<file path="src/rtl/event_count_onehot_enc_pkg.sv">
// Shared constants, types and the one-hot index helper for the event counter
// and any display block that reuses the encoder.
package event_count_onehot_enc_pkg;

    // EDGE_MODE encodings
    localparam int unsigned MODE_LEVEL = 0;
    localparam int unsigned MODE_EDGE  = 1;

    // SATURATE encodings
    localparam int unsigned OVF_WRAP = 0;
    localparam int unsigned OVF_SAT  = 1;

    // Widest vector the helper accepts; narrower callers zero-extend.
    localparam int unsigned ONEHOT_MAX_W = 64;
    localparam int unsigned IDX_MAX_W    = $clog2(ONEHOT_MAX_W);

    typedef struct packed {
        logic                 valid;
        logic [IDX_MAX_W-1:0] idx;
    } onehot_idx_t;

    // Index of the single set bit plus a validity flag; idx is 0 when the
    // vector is zero or has more than one bit set.
    function automatic onehot_idx_t onehot_to_idx(input logic [ONEHOT_MAX_W-1:0] vec);
        onehot_idx_t res;
        res = '0;
        res.valid = (vec != '0) && ((vec & (vec - ONEHOT_MAX_W'(1))) == '0);
        for (int unsigned i = 0; i < ONEHOT_MAX_W; i++) begin
            if (vec[i]) begin
                res.idx = res.idx | IDX_MAX_W'(i);
            end
        end
        if (!res.valid) begin
            res.idx = '0;
        end
        return res;
    endfunction

endpackage

</file>
<file path="src/rtl/event_count_onehot_enc_onehot_enc.sv">
// Combinational one-hot to binary encoder.
// Ports:
//   vec      - input vector (WIDTH bits, WIDTH <= 64)
//   idx_c    - index of the set bit when vec is one-hot, else 0
//   valid_c  - vec has exactly one bit set
module onehot_enc
    import event_count_onehot_enc_pkg::*;
#(
    parameter int unsigned WIDTH = 8,
    parameter int unsigned ENC_W = $clog2(WIDTH)
) (
    input  logic [WIDTH-1:0] vec,
    output logic [ENC_W-1:0] idx_c,
    output logic             valid_c
);

    onehot_idx_t res;

    assign res     = onehot_to_idx(ONEHOT_MAX_W'(vec));
    assign idx_c   = ENC_W'(res.idx);
    assign valid_c = res.valid;

endmodule

</file>
<file path="src/rtl/event_count_onehot_enc.sv">
// Event counter with configurable input synchroniser, level/edge counting,
// wrap/saturate overflow handling and a registered one-hot encoding of the count.
// Ports:
//   clk, rst_n - clock, synchronous active-low reset
//   evt_in     - raw event level
//   en         - count enable
//   clr        - synchronous clear of count and status
//   evt_sync   - last synchroniser stage
//   count      - event count
//   ovf        - sticky overflow/saturation flag
//   wrap_pls   - pulse on an increment attempted at all-ones
//   enc        - bit index of count when one-hot (one cycle behind count)
//   enc_valid  - count was exactly one-hot
module event_count_onehot_enc
    import event_count_onehot_enc_pkg::*;
#(
    parameter int unsigned WIDTH       = 8,
    parameter int unsigned ENC_W       = $clog2(WIDTH),
    parameter int unsigned SYNC_STAGES = 1,
    parameter int unsigned EDGE_MODE   = MODE_LEVEL,
    parameter int unsigned SATURATE    = OVF_WRAP
) (
    input  logic             clk,
    input  logic             rst_n,
    input  logic             evt_in,
    input  logic             en,
    input  logic             clr,
    output logic             evt_sync,
    output logic [WIDTH-1:0] count,
    output logic             ovf,
    output logic             wrap_pls,
    output logic [ENC_W-1:0] enc,
    output logic             enc_valid
);

    logic [SYNC_STAGES-1:0] sync_q;
    logic                   evt_d;
    logic                   inc_c;
    logic                   all_ones_c;
    logic [ENC_W-1:0]       enc_idx_c;
    logic                   enc_valid_c;

    assign evt_sync   = sync_q[SYNC_STAGES-1];
    assign all_ones_c = (count == '1);

    // Increment request: level of the synced input, or its rising edge only.
    always_comb begin
        inc_c = 1'b0;
        if (EDGE_MODE == MODE_EDGE) begin
            inc_c = en & evt_sync & ~evt_d;
        end else begin
            inc_c = en & evt_sync;
        end
    end

    onehot_enc #(
        .WIDTH (WIDTH),
        .ENC_W (ENC_W)
    ) u_onehot_enc (
        .vec     (count),
        .idx_c   (enc_idx_c),
        .valid_c (enc_valid_c)
    );

    // Synchroniser, edge history, counter and registered encoder.
    always_ff @(posedge clk) begin
        if (!rst_n) begin
            sync_q    <= '0;
            evt_d     <= 1'b0;
            count     <= '0;
            ovf       <= 1'b0;
            wrap_pls  <= 1'b0;
            enc       <= '0;
            enc_valid <= 1'b0;
        end else begin
            sync_q[0] <= evt_in;
            for (int unsigned i = 1; i < SYNC_STAGES; i++) begin
                sync_q[i] <= sync_q[i-1];
            end
            evt_d <= evt_sync;

            // Encoder tracks count unconditionally, so clr reaches it a cycle later.
            enc       <= enc_idx_c;
            enc_valid <= enc_valid_c;

            if (clr) begin
                count    <= '0;
                ovf      <= 1'b0;
                wrap_pls <= 1'b0;
            end else if (inc_c) begin
                if (all_ones_c) begin
                    if (SATURATE != OVF_SAT) begin
                        count <= '0;
                    end
                    ovf      <= 1'b1;
                    wrap_pls <= 1'b1;
                end else begin
                    count    <= count + WIDTH'(1);
                    wrap_pls <= 1'b0;
                end
            end else begin
                wrap_pls <= 1'b0;
            end
        end
    end

endmodule

</file>
<file path="config.mk">
export PLATFORM = sky130hd
export DESIGN_NAME = event_count_onehot_enc
export DESIGN_NICKNAME = d
export VERILOG_FILES = /design/src/rtl/event_count_onehot_enc_pkg.sv /design/src/rtl/event_count_onehot_enc_onehot_enc.sv /design/src/rtl/event_count_onehot_enc.sv
export SDC_FILE = /design/constraint.sdc
export NUM_CORES = 1
export LEC_CHECK = 0
export BUFFER_PORTS_ARGS = -buffer_cell sky130_fd_sc_hd__buf_2
export CAP_MARGIN = 20
export CORE_ASPECT_RATIO = 0.9
export CORE_MARGIN = 2
export CORE_UTILIZATION = 40
export CTS_CLUSTER_SIZE = 10
export DETAILED_ROUTE_END_ITERATION = 8
export SYNTH_ARGS = -nofsm -noshare
export SYNTH_HDL_FRONTEND = slang
export SYNTH_SLANG_ARGS = --single-unit
</file>
<file path="constraint.sdc">
create_clock -name clk -period 1.7 [get_ports clk]
set_clock_uncertainty 0.1 [all_clocks]
set_input_delay 0 -clock clk [delete_from_list [all_inputs] [get_ports clk]]
set_output_delay 0 -clock clk [all_outputs]
set_load 0.02 [all_outputs]
</file>
* After elaboration in Yosys (flattened, before gate mapping) *
Cells that the tools add are included.

storage, ports and cells
  register bits = 15
  bits of input ports = 5
  word-level logic and storage cells = 29

operators by class
  add/subtract/negate cells = 2
  equal/unequal tests = 1
  multiplexer cells = 9
  bitwise logic cells = 4
  reductions and logical operators = 7

operators with widths
  operator                                          number
  AND 8 x 64 -> 64 bit                              1
  logical NOT 64 bit                                1
  two-way mux 3 bit                                 4
  subtractor 8 x 1 -> 9 bit, second input constant  1
  adder 8 x 1 -> 8 bit, second input constant       1
  == test 8 bit, second input constant              1
  two-way mux 8 bit                                 1
  nonzero test 8 bit                                1
  two-way mux 2 bit                                 2
  AND reduction 2 bit                               2
  OR reduction 3 bit                                1
  two-way mux 1 bit                                 2
  inverter 1 bit                                    2
  OR reduction 2 bit                                1
  AND 1 bit                                         1
  logical AND 1 bit                                 1

* Logic depth before layout (Yosys ltp) *
  word-level depth = 7
  mapped depth = 6
  gate-level depth less buffers = 6

* Modules after synthesis *
From an unflattened synthesis, not the netlist that was laid out.

second synthesis, totals
  cells, all modules = 91
  area, all modules = 775.7 µm²

modules (own cells, without submodules)
  module                  times used  cells each  area an instance (µm²)  seq. area each (µm²)
  event_count_onehot_enc  1           59          563.0                   300.3
  onehot_enc              1           32          212.7                   0.0

* Worst setup path after synthesis *
Ideal clock, no wire load.

  path type = register -> register
  start = reg count[0]
  end = reg enc[0]
  arrival = 1366 ps
  slack = 113 ps
  stages on the path, launching flop included = 7
  path through = dfxtp_1 inv_1 ha_1 nor4b_1 o2111a_1 nand4_1 nor2_1

on the way
  cells in the longest elaborated chain, start to end = 5
  elaborated cells on any way between the ends = 6

ends and longest elaborated chain
  element                                 line                              source
  start: declaration                      event_count_onehot_enc.sv:29      output logic [WIDTH-1:0] count,
  start signal: assignment                event_count_onehot_enc.sv:98      count <= count + WIDTH'(1);
  subtractor 8 x 1 -> 9 bit               event_count_onehot_enc_pkg.sv:27  res.valid = (vec != '0) && ((vec & (vec - ONEHOT_MAX_W'(1))) == '0);
  AND 8 x 64 -> 64 bit                    event_count_onehot_enc_pkg.sv:27
  logical NOT 64 bit                      event_count_onehot_enc_pkg.sv:27
  logical AND 1 bit *                     event_count_onehot_enc_pkg.sv:27
  AND reduction 2 bit (no source line) *  n/a
  end signal: assignment                  event_count_onehot_enc.sv:83      enc <= enc_idx_c;
  end: declaration                        event_count_onehot_enc.sv:32      output logic [ENC_W-1:0] enc,

Mark *: on every way between the ends. The rest lies on a longest branch, timed or not.
A chain may end at the register's enable or synchronous reset.

* Final worst setup path *
  start = reg count[1]
  end = reg enc[0]

on the way
  cells in the longest elaborated chain, start to end = 7
  elaborated cells on any way between the ends = 13

ends and longest elaborated chain
  element
  branches (longest 7 deep; another with subtractor 8 x 1 -> 9 bit)

Parallel ways; which one is timed is not known.

==> results_tabular.tex <==
\begin{tabular}{lr}
\hline
Metric & Value \\
\hline
\multicolumn{2}{l}{\textbf{Layout}} \\
\quad Post-Route Utilization & 0.521 \\
\quad Final Net Count & 110 \\
\quad Non-filler cells in the finished layout & 126 \\
\quad Area added between synthesis and finish & 20.2\% \\
\quad Diode count & 0 \\
\quad Fraction of final layout cells with drive strength greater than 1 & 0.275 \\
\multicolumn{2}{l}{\textbf{Global routing}} \\
\quad Tot GR Track Use & 0.154 \\
\quad Wire length of the first global-routing pass & 2520 µm \\
\quad Pin count of the biggest net entering global routing & 12 \\
\quad Total global routing overflow & 0 \\
\quad Vias in the first global route & 588 \\
\quad Number of antenna violations at the first check in global routing & 0 \\
\multicolumn{2}{l}{\textbf{Floorplan}} \\
\quad Number of rows in the core area & 14 \\
\quad CORE AREA & 0.00170 mm² \\
\quad Number of ports placed on the die boundary & 20 \\
\quad Vertical extent of the die & 44.7 µm \\
\quad DIE AREA & 0.00220 mm² \\
\quad Initial core utilization & 0.433 \\
\quad Horizontal die dimension & 49.2 µm \\
\multicolumn{2}{l}{\textbf{STA}} \\
\quad Setup Viol. Count Final & 0 \\
\quad Relative max-transition margin & 0.732 \\
\quad FMAX & 630 MHz \\
\quad Worst hold margin & 0.0765 ns \\
\quad Slew Limit Fails & 0 \\
\quad Final critical-path share of the clock period & 0.933 \\
\quad Transition at the pin with the smallest max-transition slack & approximately 0.4 ns \\
\quad Final Hold Viols & 0 \\
\quad Crit path time final & between 1.5 and 2 ns \\
\multicolumn{2}{l}{\textbf{Clocking}} \\
\quad H-tree Lvls & 1 \\
\quad Longest Clk Path Bufs & 2 \\
\quad Clock root buffer master & sky130\_fd\_sc\_hd\_\_clkbuf\_4 \\
\quad TritonCTS Sinks & 15 \\
\quad Clock tree from TritonCTS & done \\
\quad Clock network latency to the later pin of the worst-skew pair & 0.28 ns \\
\quad Inserted Clock Buffers & 3 \\
\quad Setup bufs post-CTS & 0 \\
\quad Clk pin slew, worst setup/hold paths & 0.10 ns \\
\multicolumn{2}{l}{\textbf{Critical path}} \\
\quad Category of the critical setup timing path & flip-flop to flip-flop \\
\quad Required time worst endpoint & 1.76 ns \\
\quad Arr. time, crit path & 1.65 ns \\
\quad Worst Reg-to-Reg Cells & 6 \\
\quad Kind of launch point of the worst setup path & flip-flop \\
\quad Highest net fanout along the worst path & 8 \\
\quad Critical path endpoint category & flip-flop \\
\multicolumn{2}{l}{\textbf{Hold path}} \\
\quad Worst Hold Class & primary input to flip-flop \\
\quad Hold depth & 3 \\
\multicolumn{2}{l}{\textbf{Yosys}} \\
\quad Mapped cell area & 736 µm² \\
\quad Sequential cell area fraction in the yosys report & 0.408 \\
\quad Area share of the largest cell type after synthesis & 0.408 \\
\quad Share of flip-flops with an asynchronous set or reset after synthesis & 0 \\
\quad Most common library cells after synthesis & sky130\_fd\_sc\_hd\_\_dfxtp\_1, sky130\_fd\_sc\_hd\_\_nor2\_1, sky130\_fd\_sc\_hd\_\_nand2\_1, sky130\_fd\_sc\_hd\_\_xor2\_1 \\
\quad Syn Inst Count & 81 \\
\quad Yosys synthesis warning count & 0 \\
\quad Mean instance size in the synthesized netlist & about 9.1 µm² \\
\quad Dominant cell type by area after synthesis & sky130\_fd\_sc\_hd\_\_dfxtp\_1 \\
\quad Number of flops mapped to enable cells by yosys & 0 \\
\quad Netlist cell types & 32 \\
\quad Net Count, Synth & 88 \\
\quad Primary flip-flop cell chosen by synthesis mapping & sky130\_fd\_sc\_hd\_\_dfxtp\_1 \\
\quad Largest cells by area after synthesis & sky130\_fd\_sc\_hd\_\_dfxtp\_1, sky130\_fd\_sc\_hd\_\_nor2\_1, sky130\_fd\_sc\_hd\_\_xor2\_1 \\
\quad Most frequently used cell type in the post-synthesis netlist & sky130\_fd\_sc\_hd\_\_dfxtp\_1 \\
\quad Number of synthesized register bits & 15 \\
\multicolumn{2}{l}{\textbf{Routing}} \\
\quad DR WL/cell & 11.8 µm \\
\quad Residual DRC & 0 \\
\quad DRT Pass-1 Iters & 4 \\
\quad Avg Vias per Cell & 5.14 \\
\quad Number of nets with antenna violations after detailed routing & 0 \\
\quad Total via count after detailed routing & 648 \\
\quad Violation count after the first detailed-route iteration & 6 \\
\quad Total wirelength of the detailed-routed design & between 1000 and 1500 µm \\
\multicolumn{2}{l}{\textbf{Run}} \\
\quad Number of max-cap violations & 0 \\
\multicolumn{2}{l}{\textbf{Power and ir drop}} \\
\quad Static power due to leakage & 0.386 nW \\
\quad Maximum vdd drop & 0.414 mV \\
\quad PD cells & 670 mW/mm² \\
\multicolumn{2}{l}{\textbf{Outcome}} \\
\quad Outcome & finished, final reports clean \\
\multicolumn{2}{l}{\textbf{Placed design}} \\
\quad Total placed cells including tap cells & 119 \\
\quad Port Buf Inserts & 19 \\
\quad DPL Wire Length & 1050 µm \\
\quad Final GP Congestion & 0.781 \\
\hline
\end{tabular}
## sequential cells by signal, summed over array words and instances, names as in the netlist
name	count
count	8
enc	3
enc_valid	1
evt_sync	1
ovf	1
wrap_pls	1
## per-layer routing
layer / up-vias / part of all wire / track usage
li1: 322 / - / -
met1: 301 / 0.47 / 0.184
met2: 25 / 0.46 / 0.257
met3: 0 / 0.072 / 0.0473
met4: 0 / 0 / 0.0743
met5: - / 0 / 0
## final cells by class
class | count | area (µm²)
clock buffers | 4 | 26.3
fillers | 158 | 815
inverters | 4 | 15.0
multi-input cells | 56 | 380
flip-flops and latches | 15 | 300
well taps | 24 | 30.0
repair buffers | 23 | 133
## worst max-delay path: stages (launching register included)
cell                       delay [ns]
sky130_fd_sc_hd__dfxtp_1         0.47
sky130_fd_sc_hd__inv_1           0.07
sky130_fd_sc_hd__ha_1            0.21
sky130_fd_sc_hd__nor4b_4         0.14
sky130_fd_sc_hd__o2111a_1        0.25
sky130_fd_sc_hd__nand4_1         0.14
sky130_fd_sc_hd__nor2_1          0.07
## stage by stage
step	total power, mW	area, µm²	worst slack [ns]	TNS (ns)
2_1_floorplan	0.378	736	0.113	0
3_3_place_gp	0.388	813	0.191	0
3_5_place_dp	0.389	813	0.0854	0
4_1_cts	0.593	870	0.0348	0
5_1_grt	0.623	885	-0.0136	-0.0172
6_report	0.593	885	0.114	0
## final timing paths
kind	start	endpoint	slack [ns]
max	count[1]	enc[0]	0.11
max reg2reg	count[1]	enc[0]	0.11
min	clr	ovf	0.08
min reg2reg	ovf	ovf	0.36
## what timing repair did
action                                  in CTS  in global routing
hold buffers                                 3                  0
resized for setup                            0                  2
hold endpoints to repair                     2                  0
endpoints found under the setup margin       0                  4
## kinds of logic (layout without fill, tap and decap cells)
logic type | count (synthesis) | in the layout | share of synthesized area
flops | 15 | 15 | 0.408
simple gates | 37 | 37 | 0.291
buf+inv | 10 | 31 | 0.0952
compound gates | 11 | 11 | 0.100
xor+xnor | 6 | 6 | 0.0714
fa+ha+maj | 2 | 2 | 0.0340
## layout by cell type, fill, tap and decap left out, types with 2 or more instances in the layout
cell type                       instances
sky130_fd_sc_hd__nand3_1                3
sky130_fd_sc_hd__buf_2                 19
sky130_fd_sc_hd__o21ai_0                2
sky130_fd_sc_hd__a21oi_1                4
sky130_fd_sc_hd__clkbuf_4               3
sky130_fd_sc_hd__inv_1                  4
sky130_fd_sc_hd__ha_1                   2
sky130_fd_sc_hd__nand2b_1               2
sky130_fd_sc_hd__nor2_1                12
sky130_fd_sc_hd__xor2_1                 5
sky130_fd_sc_hd__dlygate4sd3_1          3
sky130_fd_sc_hd__nor4_1                 2
sky130_fd_sc_hd__dfxtp_1               15
sky130_fd_sc_hd__nand2_1                5
sky130_fd_sc_hd__nand4_1                4
## power breakdown
group,leakage [nW],switching (mW),internal (mW)
Clock,0.0150,0.116,0.0909
Sequential,0.121,0.00294,0.353
Combinational,0.250,0.0148,0.0152
Note: power is estimated with default switching activity, not from simulation.
